<file path="config.mk">
export PLATFORM = sky130hd
export DESIGN_NAME = pipeline_hazard_ctrl_flat
export DESIGN_NICKNAME = d
export VERILOG_FILES = /design/src/rtl/pipeline_hazard_ctrl_if.sv /design/src/rtl/pipeline_hazard_ctrl.sv /design/src/flat_wrapper.sv
export SDC_FILE = /design/constraint.sdc
export NUM_CORES = 1
export LEC_CHECK = 0
export ABC_AREA = 0
export ABC_CLOCK_PERIOD_IN_PS = 2500
export CAP_MARGIN = 20
export CORE_MARGIN = 2
export CORE_UTILIZATION = 51
export DETAILED_ROUTE_END_ITERATION = 8
export PLACE_DENSITY_LB_ADDON = 0.2
export SYNTH_ARGS = -nofsm -noshare
export SYNTH_HDL_FRONTEND = slang
export SYNTH_SLANG_ARGS = --single-unit
</file>
<file path="constraint.sdc">
create_clock -name clk_i -period 2.5 [get_ports clk_i]
set_input_delay 0.375 -clock clk_i [delete_from_list [all_inputs] [get_ports clk_i]]
set_output_delay 0.375 -clock clk_i [all_outputs]
set_load 0.05 [all_outputs]
</file>
<file path="src/rtl/pipeline_hazard_ctrl_if.sv">
// Hazard controller bundle: ID-stage hazard inputs, data-memory handshake,
// and per-stage hold/bubble controls plus debug counters.
interface pipeline_hazard_ctrl_if #(
  parameter int CNT_W = 32
);
  logic [4:0]       ifid_rs1_i;
  logic [4:0]       ifid_rs2_i;
  logic             idex_memread_i;
  logic [4:0]       idex_rd_i;
  logic             branch_taken_i;
  logic             mem_req_i;
  logic             mem_ack_i;
  logic             mem_start_o;
  logic             pc_hold_o;
  logic             ifid_hold_o;
  logic             idex_hold_o;
  logic             exmem_hold_o;
  logic             ifid_bubble_o;
  logic             idex_bubble_o;
  logic             memwb_bubble_o;
  logic             mem_timeout_o;
  logic [CNT_W-1:0] stall_cnt_o;
  logic [CNT_W-1:0] flush_cnt_o;

  // Pipeline side: supplies hazard/handshake inputs, consumes controls
  modport master (
    output ifid_rs1_i, ifid_rs2_i, idex_memread_i, idex_rd_i,
           branch_taken_i, mem_req_i, mem_ack_i,
    input  mem_start_o, pc_hold_o, ifid_hold_o, idex_hold_o, exmem_hold_o,
           ifid_bubble_o, idex_bubble_o, memwb_bubble_o, mem_timeout_o,
           stall_cnt_o, flush_cnt_o
  );

  // Controller side
  modport slave (
    input  ifid_rs1_i, ifid_rs2_i, idex_memread_i, idex_rd_i,
           branch_taken_i, mem_req_i, mem_ack_i,
    output mem_start_o, pc_hold_o, ifid_hold_o, idex_hold_o, exmem_hold_o,
           ifid_bubble_o, idex_bubble_o, memwb_bubble_o, mem_timeout_o,
           stall_cnt_o, flush_cnt_o
  );
endinterface

</file>
<file path="src/rtl/pipeline_hazard_ctrl.sv">
// Stall/flush sequencer for the 5-stage pipeline. A memory stall freezes
// everything up to EX/MEM and bubbles MEM/WB; otherwise load-use hazards
// stall one cycle and taken branches flush IF/ID. Hold/bubble controls are
// combinational; state, wait counter, timeout flag and counters are flops.
module pipeline_hazard_ctrl #(
  parameter int CNT_W   = 32,
  parameter int TIMEOUT = 255
) (
  input logic                 clk_i,
  input logic                 rst_i,
  pipeline_hazard_ctrl_if.slave hz
);

  localparam int WAIT_W = (TIMEOUT < 2) ? 1 : $clog2(TIMEOUT + 1);

  typedef enum logic [0:0] {
    RUN,
    MEM_WAIT
  } state_t;

  state_t           state_q, state_d;
  logic [WAIT_W-1:0] wait_cnt_q, wait_cnt_d;
  logic             timeout_q, timeout_d;
  logic [CNT_W-1:0] stall_cnt_q, stall_cnt_d;
  logic [CNT_W-1:0] flush_cnt_q, flush_cnt_d;

  logic mstall;
  logic lu;
  logic br_flush;
  logic mem_start;
  logic pc_hold, ifid_hold, idex_hold, exmem_hold;
  logic ifid_bubble, idex_bubble, memwb_bubble;

  // Hazard priority (memory > load-use > branch), handshake sequencing,
  // and next-state for the wait counter, timeout flag and event counters
  always_comb begin
    state_d      = state_q;
    wait_cnt_d   = wait_cnt_q;
    timeout_d    = timeout_q;
    stall_cnt_d  = stall_cnt_q;
    flush_cnt_d  = flush_cnt_q;
    mstall       = 1'b0;
    lu           = 1'b0;
    br_flush     = 1'b0;
    mem_start    = 1'b0;
    pc_hold      = 1'b0;
    ifid_hold    = 1'b0;
    idex_hold    = 1'b0;
    exmem_hold   = 1'b0;
    ifid_bubble  = 1'b0;
    idex_bubble  = 1'b0;
    memwb_bubble = 1'b0;

    if (rst_i) begin
      ifid_bubble  = 1'b1;
      idex_bubble  = 1'b1;
      memwb_bubble = 1'b1;
    end else begin
      case (state_q)
        RUN: begin
          if (hz.mem_req_i) begin
            mstall     = 1'b1;
            mem_start  = 1'b1;
            state_d    = MEM_WAIT;
            wait_cnt_d = '0;
          end
        end
        MEM_WAIT: begin
          if (!hz.mem_ack_i) begin
            mstall = 1'b1;
            if (wait_cnt_q != WAIT_W'(TIMEOUT)) begin
              wait_cnt_d = wait_cnt_q + WAIT_W'(1);
            end
            if (wait_cnt_d == WAIT_W'(TIMEOUT)) begin
              timeout_d = 1'b1;
            end
          end else begin
            state_d = RUN;
          end
        end
        default: state_d = RUN;
      endcase

      lu = !mstall && hz.idex_memread_i && (hz.idex_rd_i != 5'd0) &&
           ((hz.idex_rd_i == hz.ifid_rs1_i) || (hz.idex_rd_i == hz.ifid_rs2_i));
      br_flush = !mstall && !lu && hz.branch_taken_i;

      pc_hold      = mstall || lu;
      ifid_hold    = mstall || lu;
      idex_hold    = mstall;
      exmem_hold   = mstall;
      memwb_bubble = mstall;
      idex_bubble  = lu;
      ifid_bubble  = br_flush;

      if (pc_hold && (stall_cnt_q != '1)) begin
        stall_cnt_d = stall_cnt_q + CNT_W'(1);
      end
      if (br_flush && (flush_cnt_q != '1)) begin
        flush_cnt_d = flush_cnt_q + CNT_W'(1);
      end
    end
  end

  // Registered FSM state, wait counter, sticky timeout and event counters
  always_ff @(posedge clk_i) begin
    if (rst_i) begin
      state_q     <= RUN;
      wait_cnt_q  <= '0;
      timeout_q   <= 1'b0;
      stall_cnt_q <= '0;
      flush_cnt_q <= '0;
    end else begin
      state_q     <= state_d;
      wait_cnt_q  <= wait_cnt_d;
      timeout_q   <= timeout_d;
      stall_cnt_q <= stall_cnt_d;
      flush_cnt_q <= flush_cnt_d;
    end
  end

  assign hz.mem_start_o    = mem_start;
  assign hz.pc_hold_o      = pc_hold;
  assign hz.ifid_hold_o    = ifid_hold;
  assign hz.idex_hold_o    = idex_hold;
  assign hz.exmem_hold_o   = exmem_hold;
  assign hz.ifid_bubble_o  = ifid_bubble;
  assign hz.idex_bubble_o  = idex_bubble;
  assign hz.memwb_bubble_o = memwb_bubble;
  assign hz.mem_timeout_o  = timeout_q;
  assign hz.stall_cnt_o    = stall_cnt_q;
  assign hz.flush_cnt_o    = flush_cnt_q;

endmodule

</file>
<file path="src/flat_wrapper.sv">
// flat-port wrapper written by rule: the top's interface ports become plain ports
module pipeline_hazard_ctrl_flat 
#(
  parameter int CNT_W   = 32,
  parameter int TIMEOUT = 255
)
  (clk_i, rst_i, hz_ifid_rs1_i, hz_ifid_rs2_i, hz_idex_memread_i, hz_idex_rd_i, hz_branch_taken_i, hz_mem_req_i, hz_mem_ack_i, hz_mem_start_o, hz_pc_hold_o, hz_ifid_hold_o, hz_idex_hold_o, hz_exmem_hold_o, hz_ifid_bubble_o, hz_idex_bubble_o, hz_memwb_bubble_o, hz_mem_timeout_o, hz_stall_cnt_o, hz_flush_cnt_o);
  pipeline_hazard_ctrl_if #(.CNT_W(CNT_W)) hz_i ();
  input logic clk_i;
  input logic rst_i;
  input wire logic [$bits(hz_i.ifid_rs1_i)-1:0] hz_ifid_rs1_i;
  input wire logic [$bits(hz_i.ifid_rs2_i)-1:0] hz_ifid_rs2_i;
  input wire logic [$bits(hz_i.idex_memread_i)-1:0] hz_idex_memread_i;
  input wire logic [$bits(hz_i.idex_rd_i)-1:0] hz_idex_rd_i;
  input wire logic [$bits(hz_i.branch_taken_i)-1:0] hz_branch_taken_i;
  input wire logic [$bits(hz_i.mem_req_i)-1:0] hz_mem_req_i;
  input wire logic [$bits(hz_i.mem_ack_i)-1:0] hz_mem_ack_i;
  output wire logic [$bits(hz_i.mem_start_o)-1:0] hz_mem_start_o;
  output wire logic [$bits(hz_i.pc_hold_o)-1:0] hz_pc_hold_o;
  output wire logic [$bits(hz_i.ifid_hold_o)-1:0] hz_ifid_hold_o;
  output wire logic [$bits(hz_i.idex_hold_o)-1:0] hz_idex_hold_o;
  output wire logic [$bits(hz_i.exmem_hold_o)-1:0] hz_exmem_hold_o;
  output wire logic [$bits(hz_i.ifid_bubble_o)-1:0] hz_ifid_bubble_o;
  output wire logic [$bits(hz_i.idex_bubble_o)-1:0] hz_idex_bubble_o;
  output wire logic [$bits(hz_i.memwb_bubble_o)-1:0] hz_memwb_bubble_o;
  output wire logic [$bits(hz_i.mem_timeout_o)-1:0] hz_mem_timeout_o;
  output wire logic [$bits(hz_i.stall_cnt_o)-1:0] hz_stall_cnt_o;
  output wire logic [$bits(hz_i.flush_cnt_o)-1:0] hz_flush_cnt_o;
  assign hz_i.ifid_rs1_i = hz_ifid_rs1_i;
  assign hz_i.ifid_rs2_i = hz_ifid_rs2_i;
  assign hz_i.idex_memread_i = hz_idex_memread_i;
  assign hz_i.idex_rd_i = hz_idex_rd_i;
  assign hz_i.branch_taken_i = hz_branch_taken_i;
  assign hz_i.mem_req_i = hz_mem_req_i;
  assign hz_i.mem_ack_i = hz_mem_ack_i;
  assign hz_mem_start_o = hz_i.mem_start_o;
  assign hz_pc_hold_o = hz_i.pc_hold_o;
  assign hz_ifid_hold_o = hz_i.ifid_hold_o;
  assign hz_idex_hold_o = hz_i.idex_hold_o;
  assign hz_exmem_hold_o = hz_i.exmem_hold_o;
  assign hz_ifid_bubble_o = hz_i.ifid_bubble_o;
  assign hz_idex_bubble_o = hz_i.idex_bubble_o;
  assign hz_memwb_bubble_o = hz_i.memwb_bubble_o;
  assign hz_mem_timeout_o = hz_i.mem_timeout_o;
  assign hz_stall_cnt_o = hz_i.stall_cnt_o;
  assign hz_flush_cnt_o = hz_i.flush_cnt_o;
  pipeline_hazard_ctrl #(.CNT_W(CNT_W), .TIMEOUT(TIMEOUT)) u_core (.clk_i(clk_i), .rst_i(rst_i), .hz(hz_i));
endmodule
</file>
==> out/metrics.yaml, run 1 <==
logic_synthesis:
  yosysUniqueCellTypes: 52
  synth_edf_count: 0
  synth_warnings: 0
  synth_top_family_by_area: "simple AND/OR/NAND/NOR gates"
  synth.avg_cell_area_sq_um: 7.86
  synth_compound_area_share_pct: 18.8
  syn_area_sq_mm: 0.00418
  synthXorXnorAreaFrac_pct: 2.51
  synth_ff_type: "dfxtp_1"
  ys_ff_latch: 74
  synth.area.mux_share_pct: 3.95
  post_synth_and_or_nand_nor_area_fraction_pct: 34.4
  synth_nets: 556
  synth-async-reset-ratio_pct: 0
  yosysSeqAreaShare_pct: 35.4
  yosys.area_share.adder_pct: 0.898
  synthCells: 532
routing:
  drt_iter0_drc: 291
  wl_per_cell_um: 15.9
  drc_errors: 0
  vias: 4623
  vias_per_cell: 6.12
  ant_nets: 0
  first_pass_iters: 7
  wl_um: 12100
die:
  die_area_sq_mm: 0.00894
  die_w_um: 94.6
  coreArea_sq_mm: 0.00809
  std_cell_rows: 33
  die_h_um: 94.6
  start_util_pct: 51.7
  ios: 94
setup_path:
  crit_type: "input port to primary output"
  crit_chain: "dlygate4sd2_1 > or4_4 > o21ai_4 > buf_4 > o21a_1 > buf_12 > nor2_4 > buf_4"
  startpoint_type: "input port"
  crit_path_end_kind: "primary output"
  critPathRequiredTime_ps: 2120
  worstPathArrival_ps: 2040
  cp_slowest_cell: "or4_4"
  slowest_delay_ps: 560
  critPathMostFrequentCell: "buf_4"
  cp_max_fo: 3
timing:
  relSlewSlack_pct: 62.4
  grt_setup_unrepaired: "no"
  final_hold_viol_count: 0
  tightest_slew_ps: 563
  finalCritPeriodShare_pct: 96.8
  setup_violations: 0
  report.final.slew_viol_count: 0
  skew_ps: 10.5
  fin_crit_ps: 2420
  tns_ps: 0
  max_freq_mhz: 413
finish:
  final_util_pct: 71.6
  finalNetCount: 670
  area_delta_synth_final_pct: 38.5
  drive_gt1_share_pct: 15.7
  antennaDiodeCount: 0
power_and_ir_drop:
  power-per-cell-area_mw_per_mm2: 460
  ir_drop_v: 0.000328
  p_leak_uw: 0.00197
place:
  place_congestion: 0.912
  hpwl_um: 8370
  io_buffer_count: 93
grt:
  busiest_layer: "met2"
  grt_max_degree: 46
  grt_pass1_vias: 4283
  antenna_found_initial: 0
  grt_pass1_wl_um: 19600
  grt_util_met3_pct: 5.59
  grt_use_met1_pct: 32.6
  track_usage_pct: 27.0
  overflow: 0
  grt_util_met2_pct: 48.1
clock_network:
  clkLatencyLatePin_ps: 350
  root_buffer: "clkbuf_8"
  h-tree-depth: 3
  clk_pin_slew_ps: 80
  clock_sinks: 74
  cts_tree: "done"
  cts_buffers: 9
  cts.path.max_buffers: 2
outcome:
  status: "finished, final reports clean"
job:
  cap_viol_max_count: 0
hold_path:
  hold_class: "input port to register"
-- per-layer routing --
metal  up-vias  routed length (um)
li1       2228                   -
met1      2194                5110
met2       184                6000
met3        17                 822
met4         0                 123
met5         -                   0
-- cell type report --
| type | instances | area (sq um) |
|---|---|---|
| fillers | 663 | 2300 |
| repair buffers | 137 | 1310 |
| multi-input cells | 416 | 2600 |
| clock inverters | 4 | 72.6 |
| flip-flops and latches | 74 | 1480 |
| well taps | 105 | 131 |
| inverters | 8 | 30.0 |
| clock buffers | 12 | 165 |
-- worst paths after layout --
path	startpoint	endpoint	slack [ps]	depth (start not counted)
worst max-delay path	hz_idex_rd_i[1]	hz_ifid_hold_o	80	8
worst min-delay path	rst_i	u_core.hz.stall_cnt_o[29]$_SDFFE_PP0P_	440	3
worst max register to register	u_core.hz.flush_cnt_o[10]$_SDFFE_PP0P_	u_core.hz.flush_cnt_o[30]$_SDFFE_PP0P_	210	6
worst min register to register	u_core.hz.mem_timeout_o$_SDFFE_PP0P_	u_core.hz.mem_timeout_o$_SDFFE_PP0P_	480	2
-- worst max-delay path: cells and delay by family --
family	cells	cell delay, ps
AOI/OAI and AO/OA	2	340
buffers and inverters	4	730
and+or+nand+nor	2	590
-- cells in the final DEF (no fill, tap or decap), drive strengths merged, types with 2 or more instances in the layout --
cell type / count
a21boi: 2
inv: 8
nand4: 27
or4: 25
and2: 4
ha: 3
nand2: 44
nor4: 7
bufinv: 2
buf: 53
dfxtp: 74
o31ai: 23
clkdlybuf4s50: 79
nand3b: 2
and4: 3
a22oi: 3
nor4b: 2
nand2b: 3
o21a: 3
nor2b: 12
and3: 13
o311ai: 2
xnor2: 2
nor3b: 4
dlymetal6s2s: 2
mux2i: 3
nand3: 25
o41ai: 3
xor2: 10
a21oi: 55
o2111ai: 2
nor2: 41
or3: 25
dlygate4sd2: 3
o21ai: 31
or2: 3
a311oi: 2
nor3: 13
clkbuf: 12
mux2: 12
-- flip-flops by register name (all words and copies together) (netlist names) --
register,cells
u_core.hz.mem_timeout_o,1
u_core.wait_cnt_q,8
u_core.hz.flush_cnt_o,32
u_core.hz.stall_cnt_o,32
u_core.state_q,1
-- per-stage QoR --
stage,total power (uW),hold WS [ps],cells,setup WS [ps],area (sq um)
floorplan,1400,519,532,-28.2,4190
global placement,1560,463,736,-203,5460
detailed placement,1570,470,736,-313,5460
CTS,2670,433,756,14.4,5760
global route,2740,446,756,4.13,5790
finish,2660,436,756,81.1,5790
-- power breakdown --
group / switching, uW / internal, uW / leakage (uW)
clock network: 455 / 643 / 0.000119
logic: 212 / 155 / 0.00125
registers: 10.8 / 1190 / 0.000597
total: 678 / 1980 / 0.00197
-- kinds of logic after synthesis --
kind of cell    count (synthesis)
simple gates                  255
compound gates                131
flops                          74
buf+inv                        42
mux                            15
xor+xnor                       12
fa+ha+maj                       3
-- timing repair --
action / in CTS / in global routing
hold buffers: 0 / 0
endpoints found under the setup margin: 4 / 30
pin swaps: 1 / 4
setup buffers: 4 / 0
gates resized for setup: 9 / 7
-- Yosys cell counts, drive strengths merged (4+ instances only) --
master | number | area (sq um)
a21oi | 55 | 275
and2 | 4 | 25.0
and3 | 13 | 81.3
buf | 8 | 42.5
clkbuf | 26 | 97.6
dfxtp | 74 | 1480
inv | 8 | 30.0
mux2 | 12 | 135
nand2 | 44 | 168
nand3 | 25 | 125
nand4 | 27 | 184
nor2 | 41 | 154
nor2b | 12 | 75.1
nor3 | 13 | 76.3
nor3b | 4 | 30.0
nor4 | 7 | 58.8
o21ai | 31 | 159
o31ai | 23 | 173
or3 | 25 | 158
or4 | 25 | 188
xor2 | 10 | 87.6
No activity file was read; power rests on OpenSTA's default activity.
==> run 2, diff against run 1 <==
--- a/config.mk
+++ b/config.mk
@@ -11,7 +11,7 @@
 export CORE_MARGIN = 2
 export CORE_UTILIZATION = 51
 export DETAILED_ROUTE_END_ITERATION = 8
-export PLACE_DENSITY_LB_ADDON = 0.2
+export PLACE_DENSITY = 0.85
 export SYNTH_ARGS = -nofsm -noshare
 export SYNTH_HDL_FRONTEND = slang
 export SYNTH_SLANG_ARGS = --single-unit
==> out/metrics.yaml, run 2 (synthesized netlist as in run 1, its figures left out) <==
die:
  die_h_um: 94.6
  ios: 94
  die_w_um: 94.6
  coreArea_sq_mm: 0.00809
  start_util_pct: 51.7
  std_cell_rows: 33
  die_area_sq_mm: 0.00894
hold_path:
  hp-start: "rst_i"
  hold_class: "input port to register"
  worstHoldPathCells: 2
  hold_end: "u_core.hz.stall_cnt_o[28]$_SDFFE_PP0P_"
routing:
  m1WireLength_um: 5150
  wl_met3_um: 848
  top_layer: "met4"
  drt_iter0_drc: 304
  vias: 4693
  wl_per_cell_um: 16.6
  ant_nets: 0
  wl_um: 12500
  dr_wl_met2_um: 6260
  drc_errors: 0
  vias_per_cell: 6.22
  first_pass_iters: 5
power_and_ir_drop:
  power-per-cell-area_mw_per_mm2: 428
  power.total_uw: 2460
  p_leak_uw: 0.00191
  ir_drop_v: 0.000271
setup_path:
  worstPathArrival_ps: 2080
  crit_chain: "clkdlybuf4s50_1 > xor2_1 > nor3_2 > a22oi_2 > buf_4 > o31ai_2 > buf_4 > buf_12"
  r2r.worst_path.cells: 7
  slowest_delay_ps: 430
  startpoint_type: "input port"
  regToRegSetupSlack_ps: 180
  cp_max_fo: 5
  critPathMostFrequentCell: "buf_4"
  reg2reg_to: "u_core.hz.stall_cnt_o[6]$_SDFFE_PP0P_"
  cp_slowest_cell: "clkdlybuf4s50_1"
  crit_type: "input port to primary output"
  r2r-start: "u_core.hz.stall_cnt_o[1]$_SDFFE_PP0P_"
  critPathRequiredTime_ps: 2120
  crit_path_end_kind: "primary output"
clock_network:
  clock_sinks: 74
  h-tree-depth: 3
  cts_hold_buf: 0
  cts_buffers: 9
  root_buffer: "clkbuf_8"
  clkLatencyLatePin_ps: 360
  cts.path.max_buffers: 2
  clk_pin_slew_ps: 90
  cts_tree: "done"
grt:
  grt_pass1_vias: 4365
  overflow: 0
  track_usage_pct: 28.5
  grt_pass1_wl_um: 20600
  antenna_found_initial: 0
  grt_max_degree: 45
outcome:
  status: "finished, final reports clean"
finish:
  finalNetCount: 668
  final_common_cell: "clkdlybuf4s50_1"
  drive_gt1_share_pct: 15.9
  fillers: 633
  final_cell_mix: "clkdlybuf4s50_1 (79), dfxtp_1 (72), a21oi_1 (51)"
  stdcell_count: 754
  area_delta_synth_final_pct: 37.2
  antennaDiodeCount: 0
place:
  io_buffer_count: 93
  hpwl_um: 8850
  dp.cells: 733
  place_congestion: 0.879
timing:
  tightest_slew_ps: 539
  grt_setup_unrepaired: "yes"
  setup_violations: 0
  finalCritPeriodShare_pct: 98.0
  fin_crit_ps: 2450
  report.final.slew_viol_count: 0
  relSlewSlack_pct: 64.0
  skew_ps: 19.8
  final_hold_viol_count: 0
  fin_hold_ws_ps: 422
  max_freq_mhz: 408
job:
  cap_viol_max_count: 0
## run 2: timing repair
action,in CTS,in global routing
gates resized for setup,11,7
gates cloned,0,0
setup endpoints to repair,4,17
pin swaps,1,2
buffers inserted,5,0
## run 2: per-layer routing
layer	vias to the layer above	track usage (%)
li1	2232	-
met1	2220	36.2
met2	219	48.8
met3	22	4.95
met4	0	9.78
met5	-	0
## run 2: metrics by stage
step                TNS [ps]  area (sq um)  util (%)  worst slack (ps)
finish                     0          5740      70.9              49.1
global route           -17.1          5740      70.9             -8.73
CTS                        0          5710      70.5              22.2
detailed placement     -9430          5450      67.4              -403
global placement       -4800          5450      67.4              -293
floorplan              -28.2          4190         -             -28.2
## run 2: worst max-delay path by stage
| stage | startpoint | to | slack (ps) | depth (start not counted) |
|---|---|---|---|---|
| after global placement | hz_idex_rd_i[2] | hz_ifid_bubble_o | -290 | 7 |
| after detailed placement | hz_idex_rd_i[1] | hz_ifid_bubble_o | -400 | 7 |
| after CTS | hz_idex_rd_i[4] | hz_idex_bubble_o | 20 | 8 |
| after floorplan | hz_idex_rd_i[1] | hz_pc_hold_o | -30 | 7 |
| final | hz_ifid_rs2_i[1] | hz_idex_bubble_o | 50 | 8 |
| after global routing | u_core.hz.flush_cnt_o[10]$_SDFFE_PP0P_ | u_core.hz.flush_cnt_o[29]$_SDFFE_PP0P_ | -9 | 7 |
## run 2: power by group
group	internal, uW	switching [uW]
registers	1190	10.7
clock network	378	519
logic	150	212
total	1710	742
## run 2: critical path: cells and delay by family
kind | cells | cell delay (ps)
simple gates | 1 | 230
compound gates | 2 | 400
xor+xnor | 1 | 170
buf+inv | 4 | 900
## run 2: final cells by class
type	count	area (sq um)	area share, %
clock buffer	9	124	2.16
clock inverter	7	60.1	1.05
multi-input combinational	416	2600	45.3
tap	105	131	2.29
sequential	74	1480	25.9
inverter	8	30.0	0.523
timing repair buffer	135	1310	22.8
